## src/rtl/pipe_stage_buf.sv

```systemverilog
// rtl/pipe_stage_buf.sv - elastic pipeline-stage register with flush; optional skid entry via PIPE_STAGE_BUF_SKID_EN
module pipe_stage_buf #(
  parameter int unsigned       DATA_W = 259,
  parameter logic [DATA_W-1:0] BUBBLE = {DATA_W{1'b0}}
) (
  input  logic              clk,
  input  logic              reset,
  input  logic              flush,
  input  logic              in_valid,
  output logic              in_ready,
  input  logic [DATA_W-1:0] in_data,
  output logic              out_valid,
  input  logic              out_ready,
  output logic [DATA_W-1:0] out_data,
  output logic [1:0]        count
);

  // Occupancy state: EMPTY = nothing held, ONE = main entry valid, TWO = main and skid valid
  typedef enum logic [1:0] {
    ST_EMPTY = 2'd0,
    ST_ONE   = 2'd1,
    ST_TWO   = 2'd2
  } state_e;

  state_e            state_q, state_d;
  logic [DATA_W-1:0] m_data_q, m_data_d;
  logic              m_v;
  logic              s_v;
  logic              in_fire;
  logic              out_fire;

  assign m_v = (state_q != ST_EMPTY);

`ifdef PIPE_STAGE_BUF_SKID_EN
  logic [DATA_W-1:0] s_data_q, s_data_d;
  logic              in_ready_q, in_ready_d;

  assign s_v = (state_q == ST_TWO);
  // Ready comes straight from a flop; reset only masks it so nothing is taken while in reset
  assign in_ready = in_ready_q && !reset;
`else
  assign s_v = 1'b0;
  // Classic stall register: room exists if empty or the head leaves this cycle
  assign in_ready = !reset && (!m_v || out_ready);
`endif

  assign in_fire   = in_valid && in_ready;
  assign out_fire  = m_v && out_ready;
  assign out_valid = m_v;
  assign out_data  = m_data_q;
  assign count     = {1'b0, m_v} + {1'b0, s_v};

  // Next-state and data movement; flush overrides the handshake result
  always_comb begin
    state_d  = state_q;
    m_data_d = m_data_q;
`ifdef PIPE_STAGE_BUF_SKID_EN
    s_data_d   = s_data_q;
    in_ready_d = 1'b1;
`endif
    case (state_q)
      ST_EMPTY: begin
        if (in_fire) begin
          m_data_d = in_data;
          state_d  = ST_ONE;
        end
      end
      ST_ONE: begin
        if (in_fire && out_fire) begin
          m_data_d = in_data;
        end else if (out_fire) begin
          m_data_d = BUBBLE;
          state_d  = ST_EMPTY;
        end
`ifdef PIPE_STAGE_BUF_SKID_EN
        else if (in_fire) begin
          s_data_d = in_data;
          state_d  = ST_TWO;
        end
`endif
      end
`ifdef PIPE_STAGE_BUF_SKID_EN
      ST_TWO: begin
        if (out_fire) begin
          m_data_d = s_data_q;
          s_data_d = BUBBLE;
          state_d  = ST_ONE;
        end
      end
`endif
      default: begin
        m_data_d = BUBBLE;
        state_d  = ST_EMPTY;
      end
    endcase
    if (flush) begin
      state_d  = ST_EMPTY;
      m_data_d = BUBBLE;
`ifdef PIPE_STAGE_BUF_SKID_EN
      s_data_d = BUBBLE;
`endif
    end
`ifdef PIPE_STAGE_BUF_SKID_EN
    in_ready_d = (state_d != ST_TWO);
`endif
  end

  // State and payload registers; reset drops every held beat
  always_ff @(posedge clk) begin
    if (reset) begin
      state_q  <= ST_EMPTY;
      m_data_q <= BUBBLE;
`ifdef PIPE_STAGE_BUF_SKID_EN
      s_data_q   <= BUBBLE;
      in_ready_q <= 1'b1;
`endif
    end else begin
      state_q  <= state_d;
      m_data_q <= m_data_d;
`ifdef PIPE_STAGE_BUF_SKID_EN
      s_data_q   <= s_data_d;
      in_ready_q <= in_ready_d;
`endif
    end
  end

endmodule
```

## config.mk

```make
export PLATFORM = sky130hd
export DESIGN_NAME = pipe_stage_buf
export DESIGN_NICKNAME = d
export VERILOG_FILES = /design/src/rtl/pipe_stage_buf.sv
export SDC_FILE = /design/constraint.sdc
export NUM_CORES = 1
export LEC_CHECK = 0
export CORE_AREA = 5 5 201 203
export CTS_BUF_LIST = sky130_fd_sc_hd__clkbuf_16
export CTS_CLUSTER_DIAMETER = 120
export DETAILED_ROUTE_END_ITERATION = 7
export DIE_AREA = 0 0 206 208
export GPL_ROUTABILITY_DRIVEN = 0
export PLACE_DENSITY = 0.65
export SETUP_SLACK_MARGIN = 0.5
export SLEW_MARGIN = 20
export SYNTH_ARGS = -nofsm -noshare
export SYNTH_HDL_FRONTEND = slang
export SYNTH_SLANG_ARGS = --single-unit
```

## constraint.sdc

```tcl
create_clock -name clk -period 3.1 [get_ports clk]
set_input_delay 0.465 -clock clk [delete_from_list [all_inputs] [get_ports clk]]
set_output_delay 0.465 -clock clk [all_outputs]
set_load 0.01 [all_outputs]
```

==> summary.txt, run 1 <==
Outcome
  – Outcome: finished clean

Detailed routing
  – Initial DRC count: 635
  – DRC violations left: 0
  – Routed len/inst: 18.91 um
  – Average vias per placed instance: 4.958
  – Final ANT Viol Nets: 0
  – Drt first pass iters: 5
  – Final wirelength: 41,390 um
  – Routed via count: 10.85k

Power and ir drop
  – Worst VDD drop: 0.3788 mV
  – Switch share: 24.56%
  – Leakage power: 5.628 nW
  – Power per cell area: 446.5 mW/mm^2
  – Reg power frac: 44.1%
  – Comb pwr share: 13.0%
  – Power Internal: 0.005926 W
  – Pwr Total: 0.007855 W
  – NetSw: 0.001930 W
  – Clock power frac: 42.9%

Setup path
  – Cell mode on critical path: clkdlybuf4s50_1
  – Crit path launch type: primary input
  – CP arrival: 1.88 ns
  – Cells along the critical path: clkdlybuf4s50_1 > nand2b_4 > nor2b_1 > clkdlybuf4s50_1
  – CP endpoint kind: output port
  – Setup CP Type: primary input to output port
  – Buf/Inv on CP: 2
  – Cell family with most CP delay: buffers and inverters
  – Slowest CP cell: clkdlybuf4s50_1
  – Critical Path Max Stage Delay: 0.55 ns
  – RR Startpoint: state_q[0]
  – Crit path launch: out_ready
  – Required @ worst endpoint: 2.63 ns
  – CP max FO: 5

STA
  – Period Utilization, post-route: 75.80%
  – Fmax: 425.6 MHz
  – RSZ-0062 raised after global routing: no
  – Final worst slack: 0.7501 ns
  – Slew @ Worst Pin: 0.6625 ns
  – Setup violation total in the final timing report: 0
  – Hold Vio Cnt, Final: 0
  – Tmin final: 2.350 ns
  – Fin. max-slew vios: 0
  – Setup TNS: 0 ns
  – Rel. slew slack: 55.84%
  – Skew final: 0.009778 ns

Yosys
  – Synth warn: 0
  – Synth top area cells: dfxtp_1, nand3_2, nand3_1
  – Post-synthesis cell type count: 15
  – Top-area cell type share of the netlist area: 47.43%
  – Syn nets: 1,456
  – Mean Syn Cell Area: 9.206 sq um
  – Cells after Synth: 1,192
  – Yosys reg bits: 260
  – Sequential share of the synthesized area: 47.43%
  – Mapped cell area: 0.01097 sq mm
  – Leading area contributor after synthesis: dfxtp_1

Layout
  – Fin nets: 1,913
  – Utilization after layout: 45.95%
  – Area of the multi-input gates: 0.004967 sq mm
  – Area Growth Syn to Fin: 60.34%
  – Final Non-Filler Cells: 2,189
  – FF/Latch Area: 0.005205 sq mm
  – Commonest cells after routing, fill and taps aside: clkdlybuf4s50_1, nand3_1, a21oi_1, dfxtp_1, nand3_2
  – Commonest non-fill, non-tap cell in the layout: clkdlybuf4s50_1
  – Share of layout cells above drive strength 1: 17.24%
  – Ant diodes: 0
  – Fill count: 3,696

Place
  – Post-Place Setup Slack: 0.7549 ns
  – DP Cell Count: 2,135
  – HPWL Detailed: 29,040 um
  – Port bufs: 525

Global routing
  – Total global-route track usage: 17.88%
  – Global-route wire length before repair: 62,720 um
  – Initial antenna violation count: 0
  – Gr ovfl total: 0
  – Vias in the first global route: 10.73k
  – Pin count of the biggest net entering global routing: 131

Clocking
  – CTS Sinks: 260
  – H-tree levels: 1
  – CTS Buf Count: 30
  – Clk Latency, worst-skew pair: 0.55 ns
  – Worst-path clk slew: 0.05 ns
  – # resized after CTS: 0
  – TritonCTS clock tree: built
  – Root buffer selected by CTS: clkbuf_16
  – Post-CTS setup buffer count: 0
  – Hold_buf cts: 0
  – CTS Buffer Depth: 3

Floorplanning
  – Rows: 72
  – Die area: 0.04285 sq mm
  – Top Ports: 527
  – Core Area: 0.03829 sq mm
  – Starting density of the core: 28.66%
  – Die X: 206 um
  – DIE HEIGHT: 208 um

Hold path
  – Worst hold start: out_data[200]
  – Class of the tightest hold or removal check: flop to flop

Run
  – Max Cap Viol: 0
-- per-layer routing --
layer / GRT usage, % / routed length (um)
met1: 22.08 / 16700
met2: 30.80 / 20420
met3: 4.843 / 3196
met4: 4.566 / 1074
met5: 0 / 0
-- kinds of logic after synthesis --
| logic type | Yosys count | share of synthesized area, % |
|---|---|---|
| AOI/OAI and AO/OA | 260 | 11.86 |
| DFF | 260 | 47.43 |
| and+or+nand+nor | 525 | 33.12 |
| other | 1 | 0.03417 |
| buffers and inverters | 146 | 7.549 |
-- cell usage after synthesis, drive strengths merged --
cell	n
a21oi	260
or2	1
conb	1
dfxtp	260
nand2	2
clkbuf	42
or3b	1
buf	104
nor2b	2
nand3	518
nand2b	1
-- power groups by stage --
stage               clock network, W  logic (W)  registers, W
floorplan                          0   0.000381       0.00357
global placement                   0    0.00102       0.00353
detailed placement                 0    0.00102       0.00354
CTS                          0.00347    0.00103       0.00346
global route                 0.00359    0.00109       0.00347
finish                       0.00337    0.00102       0.00346
-- path summary, 6_finish.rpt --
path	to	slack (ns)	cells past startpoint
min	out_data[200]	0.46	2
min reg2reg	out_data[200]	0.46	2
max	in_ready	0.75	4
max reg2reg	out_data[207]	1.30	4
-- flip-flops by register name, summed over array words and instances, names as in the netlist --
| register | cells |
|---|---|
| out_data | 259 |
| state_q | 1 |
-- cell type report --
type                            count  area share [%]
Multi-Input combinational cell    786           28.23
Clock inverter                     23          0.8391
Clock buffer                       31           4.409
Sequential cell                   260           29.58
Tap cell                          518           3.684
Timing Repair Buffer              571           33.25
-- tightest hold or removal path: stages, from the launching register on --
cell     delay (ns)
dfxtp_1        0.31
nand3_2        0.05
a21oi_1        0.05
-- per-stage QoR --
| step | instance area (sq um) | hold slack [ns] |
|---|---|---|
| 3_5_place_dp | 16670 | 0.4531 |
| 6_report | 17590 | 0.4595 |
| 3_3_place_gp | 16670 | 0.4501 |
| 2_1_floorplan | 10970 | 0.4870 |
| 5_1_grt | 17590 | 0.4414 |
| 4_1_cts | 17590 | 0.4182 |
Power figures use the tool's default switching activity.
==> inputs of run 2 (changes only) <==
CORE_AREA = 5 5 200 202   (was 5 5 201 203)
DIE_AREA = 0 0 205 207   (was 0 0 206 208)
PLACE_DENSITY = 0.68   (was 0.65)
clock period = 2.1 ns   (was 3.1 ns; I/O delays follow)
==> summary.txt, run 2 (synthesis gave the netlist of run 1 again) <==
Detailed routing
  – Final wirelength: 40,330 um (-2.6%)
  – Drt first pass iters: 5 (unchanged)
  – Routed len/inst: 18.21 um (-3.7%)
  – Final ANT Viol Nets: 0 (unchanged)
  – DRC violations left: 0 (unchanged)
  – Initial DRC count: 580 (-8.7%)
  – Average vias per placed instance: 4.914 (-0.90%)
  – Routed via count: 10.88k (+0.28%)

Layout
  – Fin nets: 1,937 (+1.3%)
  – Area of the multi-input gates: 0.004975 sq mm (+0.15%)
  – Area Growth Syn to Fin: 61.33%
  – Commonest non-fill, non-tap cell in the layout: nand3_1
  – Fill count: 3,706 (+0.27%)
  – Number of flip-flops in the largest register: 259 (unchanged)
  – Commonest cells after routing, fill and taps aside: nand3_1, clkdlybuf4s50_1, a21oi_1, dfxtp_1, dlygate4sd2_1
  – Final Non-Filler Cells: 2,215 (+1.2%)
  – FF/Latch Area: 0.005209 sq mm (about the same)
  – Share of layout cells above drive strength 1: 18.87% (+1.6 points)

Setup path
  – CP arrival: 1.28 ns (-0.60 ns)
  – R2R Setup Slk: 0.60 ns (-0.70 ns)
  – CP max FO: 5 (unchanged)
  – RR Startpoint: state_q[0]
  – Crit path launch type: flop
  – Required @ worst endpoint: 1.78 ns (-0.85 ns)
  – Reg2reg path depth: 5 (+1)
  – R2R Path End: out_data[131]
  – Setup CP Type: flop to output port
  – CP endpoint kind: output port

Floorplanning
  – Starting density of the core: 28.80% (+0.14 points)
  – Core Area: 0.03811 sq mm (-0.47%)
  – Rows: 72 (unchanged)
  – DIE HEIGHT: 207 um (-0.48%)
  – Die X: 205 um (-0.49%)
  – Top Ports: 527 (unchanged)
  – Die area: 0.04244 sq mm (-0.96%)

Hold path
  – Class of the tightest hold or removal check: primary input to flop
  – Hold Path End: out_data[160]
  – Hold depth: 3 (+1)
  – Worst hold start: in_data[160]

STA
  – Slew @ Worst Pin: 0.6046 ns (-0.05782 ns)
  – Setup TNS: 0 ns (unchanged)
  – Fmax: 625.1 MHz
  – Tmin final: 1.600 ns
  – Rel. slew slack: 59.69% (+3.9 points)
  – Skew final: 0.008608 ns (-0.001170 ns)
  – Period Utilization, post-route: 76.18%
  – Fin. max-slew vios: 0 (unchanged)
  – Hold Vio Cnt, Final: 0 (unchanged)
  – RSZ-0062 raised after global routing: yes
  – Setup violation total in the final timing report: 0 (unchanged)

Power and ir drop
  – Power per cell area: 658.3 mW/mm^2 (+47%)
  – Leakage power: 7.055 nW (+25%)
  – Worst VDD drop: 0.5872 mV (+55%)

Clocking
  – CTS Buffer Depth: 3 (unchanged)
  – CTS Buf Count: 29 (-3.3%)
  – TritonCTS clock tree: built
  – Hold_buf cts: 0 (unchanged)
  – Root buffer selected by CTS: clkbuf_16
  – CTS Sinks: 260 (unchanged)
  – Clk Latency, worst-skew pair: 0.55 ns (about the same)
  – H-tree levels: 1 (unchanged)
  – Worst-path clk slew: 0.06 ns (about the same)

Global routing
  – Gr ovfl total: 0 (unchanged)
  – Total global-route track usage: 17.58% (-0.30 points)
  – Initial antenna violation count: 1 (+1)
  – Global-route wire length before repair: 61,600 um (-1.8%)
  – Pin count of the biggest net entering global routing: 119 (-9.2%)
  – Vias in the first global route: 10.80k (+0.67%)

Place
  – DP Cell Count: 2,159 (+1.1%)
  – Port bufs: 525 (unchanged)
  – HPWL Detailed: 29,550 um (+1.7%)

Outcome
  – Outcome: finished clean

Run
  – Max Cap Viol: 0 (unchanged)
[run 2: how the worst max path moves through the flow]
stage               start       end  slack, ns  cells past startpoint
6_report       state_q[0]  in_ready       0.50                      3
3_3_place_gp    out_ready  in_ready       0.12                      4
2_1_floorplan  state_q[0]  in_ready       0.65                      5
5_1_grt        state_q[0]  in_ready       0.44                      3
4_1_cts        state_q[0]  in_ready       0.25                      3
3_5_place_dp    out_ready  in_ready       0.09                      4
[run 2: power by group]
part	internal [W]	total, W	leakage [nW]	switching (W)
registers	0.00504	0.00511	2.11	0.0000655
clock network	0.00299	0.00504	0.483	0.00205
logic	0.000809	0.00150	4.46	0.000695
total	0.00884	0.0117	7.05	0.00281
[run 2: layer usage]
layer  vias up  GRT usage [%]  part of all wire (%)  routed length [um]
met2       422          30.16                    49               19850
met3        79          4.880                   8.3                3350
met5         -              0                     0                   0
met1      5161          21.09                    39               15820
met4         0          6.052                   3.2                1310
li1       5222              -                     -                   -
[run 2: cell type report]
class,count,area share [%]
Multi-Input combinational cell,786,28.10
Clock inverter,25,1.244
Tap cell,518,3.661
Antenna cell,1,0.01414
Sequential cell,260,29.42
Timing Repair Buffer,596,33.46
Clock buffer,29,4.099
[run 2: through the flow]
| stage | worst slack [ns] | util [%] | hold WS (ns) | power (W) | cell area (sq um) |
|---|---|---|---|---|---|
| after global placement | 0.1157 | 44.78 | 0.4492 | 0.006781 | 17060 |
| after CTS | 0.2465 | 46.41 | 0.2782 | 0.01181 | 17690 |
| final | 0.5001 | 46.46 | 0.3175 | 0.01165 | 17700 |
| after global routing | 0.4356 | 46.46 | 0.2998 | 0.01214 | 17700 |
| after floorplan | 0.6519 | - | 0.4625 | 0.005828 | 10970 |
| after detailed placement | 0.08549 | 44.78 | 0.4533 | 0.006793 | 17060 |
[run 2: critical path: stages (launching register included)]
cell      delay (ns)
dfxtp_4         0.37
nand2b_4        0.10
nor2b_4         0.16
buf_6           0.11
[run 2: timing repair]
item,in CTS,in global routing
gates cloned,0,0
setup buffers,0,1
endpoints found under the setup margin,262,3
resized for setup,265,8
==> inputs of run 3 (changes only) <==
clock period = 1.4 ns   (was 2.1 ns; I/O delays follow)
==> summary.txt, run 3 (synthesis gave the netlist of run 1 again) <==
Outcome
  – Outcome: complete, but fails checks
  – Violated checks: setup timing

Detailed routing
  – Final wirelength: 50,600 um (+25%)
  – Initial DRC count: 743 (+28%)
  – Routed len/inst: 20.66 um (+13%)
  – Average vias per placed instance: 5.077 (+3.3%)
  – Final ANT Viol Nets: 0 (unchanged)
  – Routed via count: 12.43k (+14%)
  – Drt first pass iters: 5 (unchanged)
  – DRC violations left: 0 (unchanged)

Setup path
  – Buf/Inv on CP: 2 (+1)
  – CP endpoint kind: output port
  – CP arrival: 1.33 ns (+0.05 ns)
  – Required @ worst endpoint: 1.19 ns (-0.59 ns)
  – CP max FO: 3 (-2)
  – Cell family with most CP delay: flip-flops
  – Setup CP Type: flop to output port
  – Cells along the critical path: buf_12 > nand2b_4 > nor2b_4 > buf_6
  – Critical Path Max Stage Delay: 0.36 ns (about the same)
  – Crit path launch type: flop
  – Slowest CP cell: dfxtp_4

STA
  – Skew final: 0.01713 ns (+0.008524 ns)
  – Hold Vio Cnt, Final: 0 (unchanged)
  – Fin. max-slew vios: 0 (unchanged)
  – Period Utilization, post-route: 110.2%
  – Tmin final: 1.543 ns
  – Setup TNS: -17.35 ns (-17.35 ns)
  – Setup violation total in the final timing report: 268 (+268)
  – RSZ-0062 raised after global routing: yes
  – Fmax: 648.3 MHz
  – Final worst slack: -0.1426 ns (-0.6427 ns)

Layout
  – Commonest cells after routing, fill and taps aside: nand3_1, clkdlybuf4s50_1, buf_6, buf_4, nand3_2
  – Share of layout cells above drive strength 1: 54.51% (+36 points)
  – Area Growth Syn to Fin: 97.94%
  – Final Non-Filler Cells: 2,449 (+11%)
  – Commonest non-fill, non-tap cell in the layout: nand3_1
  – Number of flip-flops in the largest register: 259 (unchanged)
  – Utilization after layout: 57.00% (+11 points)
  – Fin nets: 2,172 (+12%)
  – Design area: 0.02172 sq mm (+23%)

Floorplanning
  – Core Area: 0.03811 sq mm (unchanged)
  – Top Ports: 527 (unchanged)
  – Die X: 205 um (unchanged)
  – DIE HEIGHT: 207 um (unchanged)
  – Starting density of the core: 28.80% (unchanged)
  – Rows: 72 (unchanged)
  – Die area: 0.04244 sq mm (unchanged)

Global routing
  – Pin count of the biggest net entering global routing: 53 (-55%)
  – Initial antenna violation count: 1 (unchanged)
  – Gr ovfl total: 0 (unchanged)
  – Vias in the first global route: 12.43k (+15%)
  – Total global-route track usage: 19.86% (+2.3 points)
  – Global-route wire length before repair: 69,190 um (+12%)

Power and ir drop
  – Worst VDD drop: 0.8349 mV (+42%)
  – Power per cell area: 844.5 mW/mm^2 (+28%)
  – Reg power frac: 42.0% (-1.8 points)
  – Comb pwr share: 16.8% (+3.9 points)
  – Clock power frac: 41.2% (-2.1 points)
  – Switch share: 24.92% (+0.79 points)
  – Leakage power: 8.362 nW (+19%)
  – Power Internal: 0.01377 W (+56%)
  – NetSw: 0.004572 W (+63%)

Clocking
  – TritonCTS clock tree: built
  – CTS Buf Count: 29 (unchanged)
  – Clk Latency, worst-skew pair: 0.55 ns (about the same)
  – H-tree levels: 1 (unchanged)
  – Hold_buf cts: 0 (unchanged)
  – CTS Buffer Depth: 3 (unchanged)
  – Worst-path clk slew: 0.06 ns (about the same)
  – Root buffer selected by CTS: clkbuf_16
  – CTS Sinks: 260 (unchanged)

Place
  – HPWL Detailed: 31,990 um (+8.3%)
  – Port bufs: 525 (unchanged)
  – DP Cell Count: 2,214 (+2.5%)
  – Placed cell area: 0.01757 sq mm (+3.0%)

Run
  – Max Cap Viol: 0 (unchanged)

Hold path
  – Class of the tightest hold or removal check: primary input to flop
==> run 3: cell count changes in the layout (fill, tap and decap cells not counted), sizes merged <==
cell,previous run,this run
buf,72,476
clkbuf,30,50
clkdlybuf4s15,1,0
clkinvlp,2,1
dlygate4sd2,259,71
==> run 3: through the flow <==
| step | hold WS, ns | power [W] | setup slack (ns) |
|---|---|---|---|
| 6_report | 0.2158 | 0.01834 | -0.1426 |
| 5_1_grt | 0.2119 | 0.01892 | -0.1870 |
| 4_1_cts | 0.1917 | 0.01805 | -0.1764 |
| 3_5_place_dp | 0.4492 | 0.01033 | -0.4419 |
| 3_3_place_gp | 0.4474 | 0.01031 | -0.4100 |
| 2_1_floorplan | 0.3575 | 0.008777 | 0.03706 |
==> run 3: worst paths after layout <==
path / startpoint / slack (ns) / to / depth (start not counted)
worst max-delay path: state_q[0] / -0.14 / in_ready / 4
worst min-delay path: in_data[118] / 0.22 / out_data[118] / 3
worst max register to register: state_q[0] / -0.13 / out_data[146] / 5
worst min register to register: out_data[154] / 0.46 / out_data[154] / 2
==> run 3: repair_timing <==
item	4_1_cts	5_1_grt
hold endpoints to repair	0	0
pin swaps	39	126
endpoints found under the setup margin	522	522
gates cloned	0	25
resized for setup	1297	181
buffers inserted	151	5
==> run 3: power groups by stage <==
stage,logic (W),registers [W],clock network [W]
CTS,0.00269,0.00769,0.00766
global route,0.00322,0.00772,0.00798
finish,0.00307,0.00771,0.00756
global placement,0.00248,0.00783,0
floorplan,0.000878,0.00790,0
detailed placement,0.00250,0.00783,0
==> run 3: final cells by class <==
cell class              instances  area, sq um
fillers                      3147        16390
repair buffers                831         8891
multi-input cells             786         5802
flip-flops and latches        260         5449
clock buffers                  29        725.7
well taps                     518        648.1
clock inverters                24        201.4
diodes                          1        2.502
==> run 3: tightest hold or removal path, cell delays in order <==
cell,delay (ns)
clkdlybuf4s50_1,0.40
nand3_1,0.06
a21oi_1,0.05
==> run 3: metal layers <==
layer	vias up	GRT usage (%)	routed length [um]
li1	5709	-	-
met1	6027	23.04	18730
met2	576	35.06	26030
met3	122	4.379	3734
met4	0	8.385	2095
met5	-	0	0
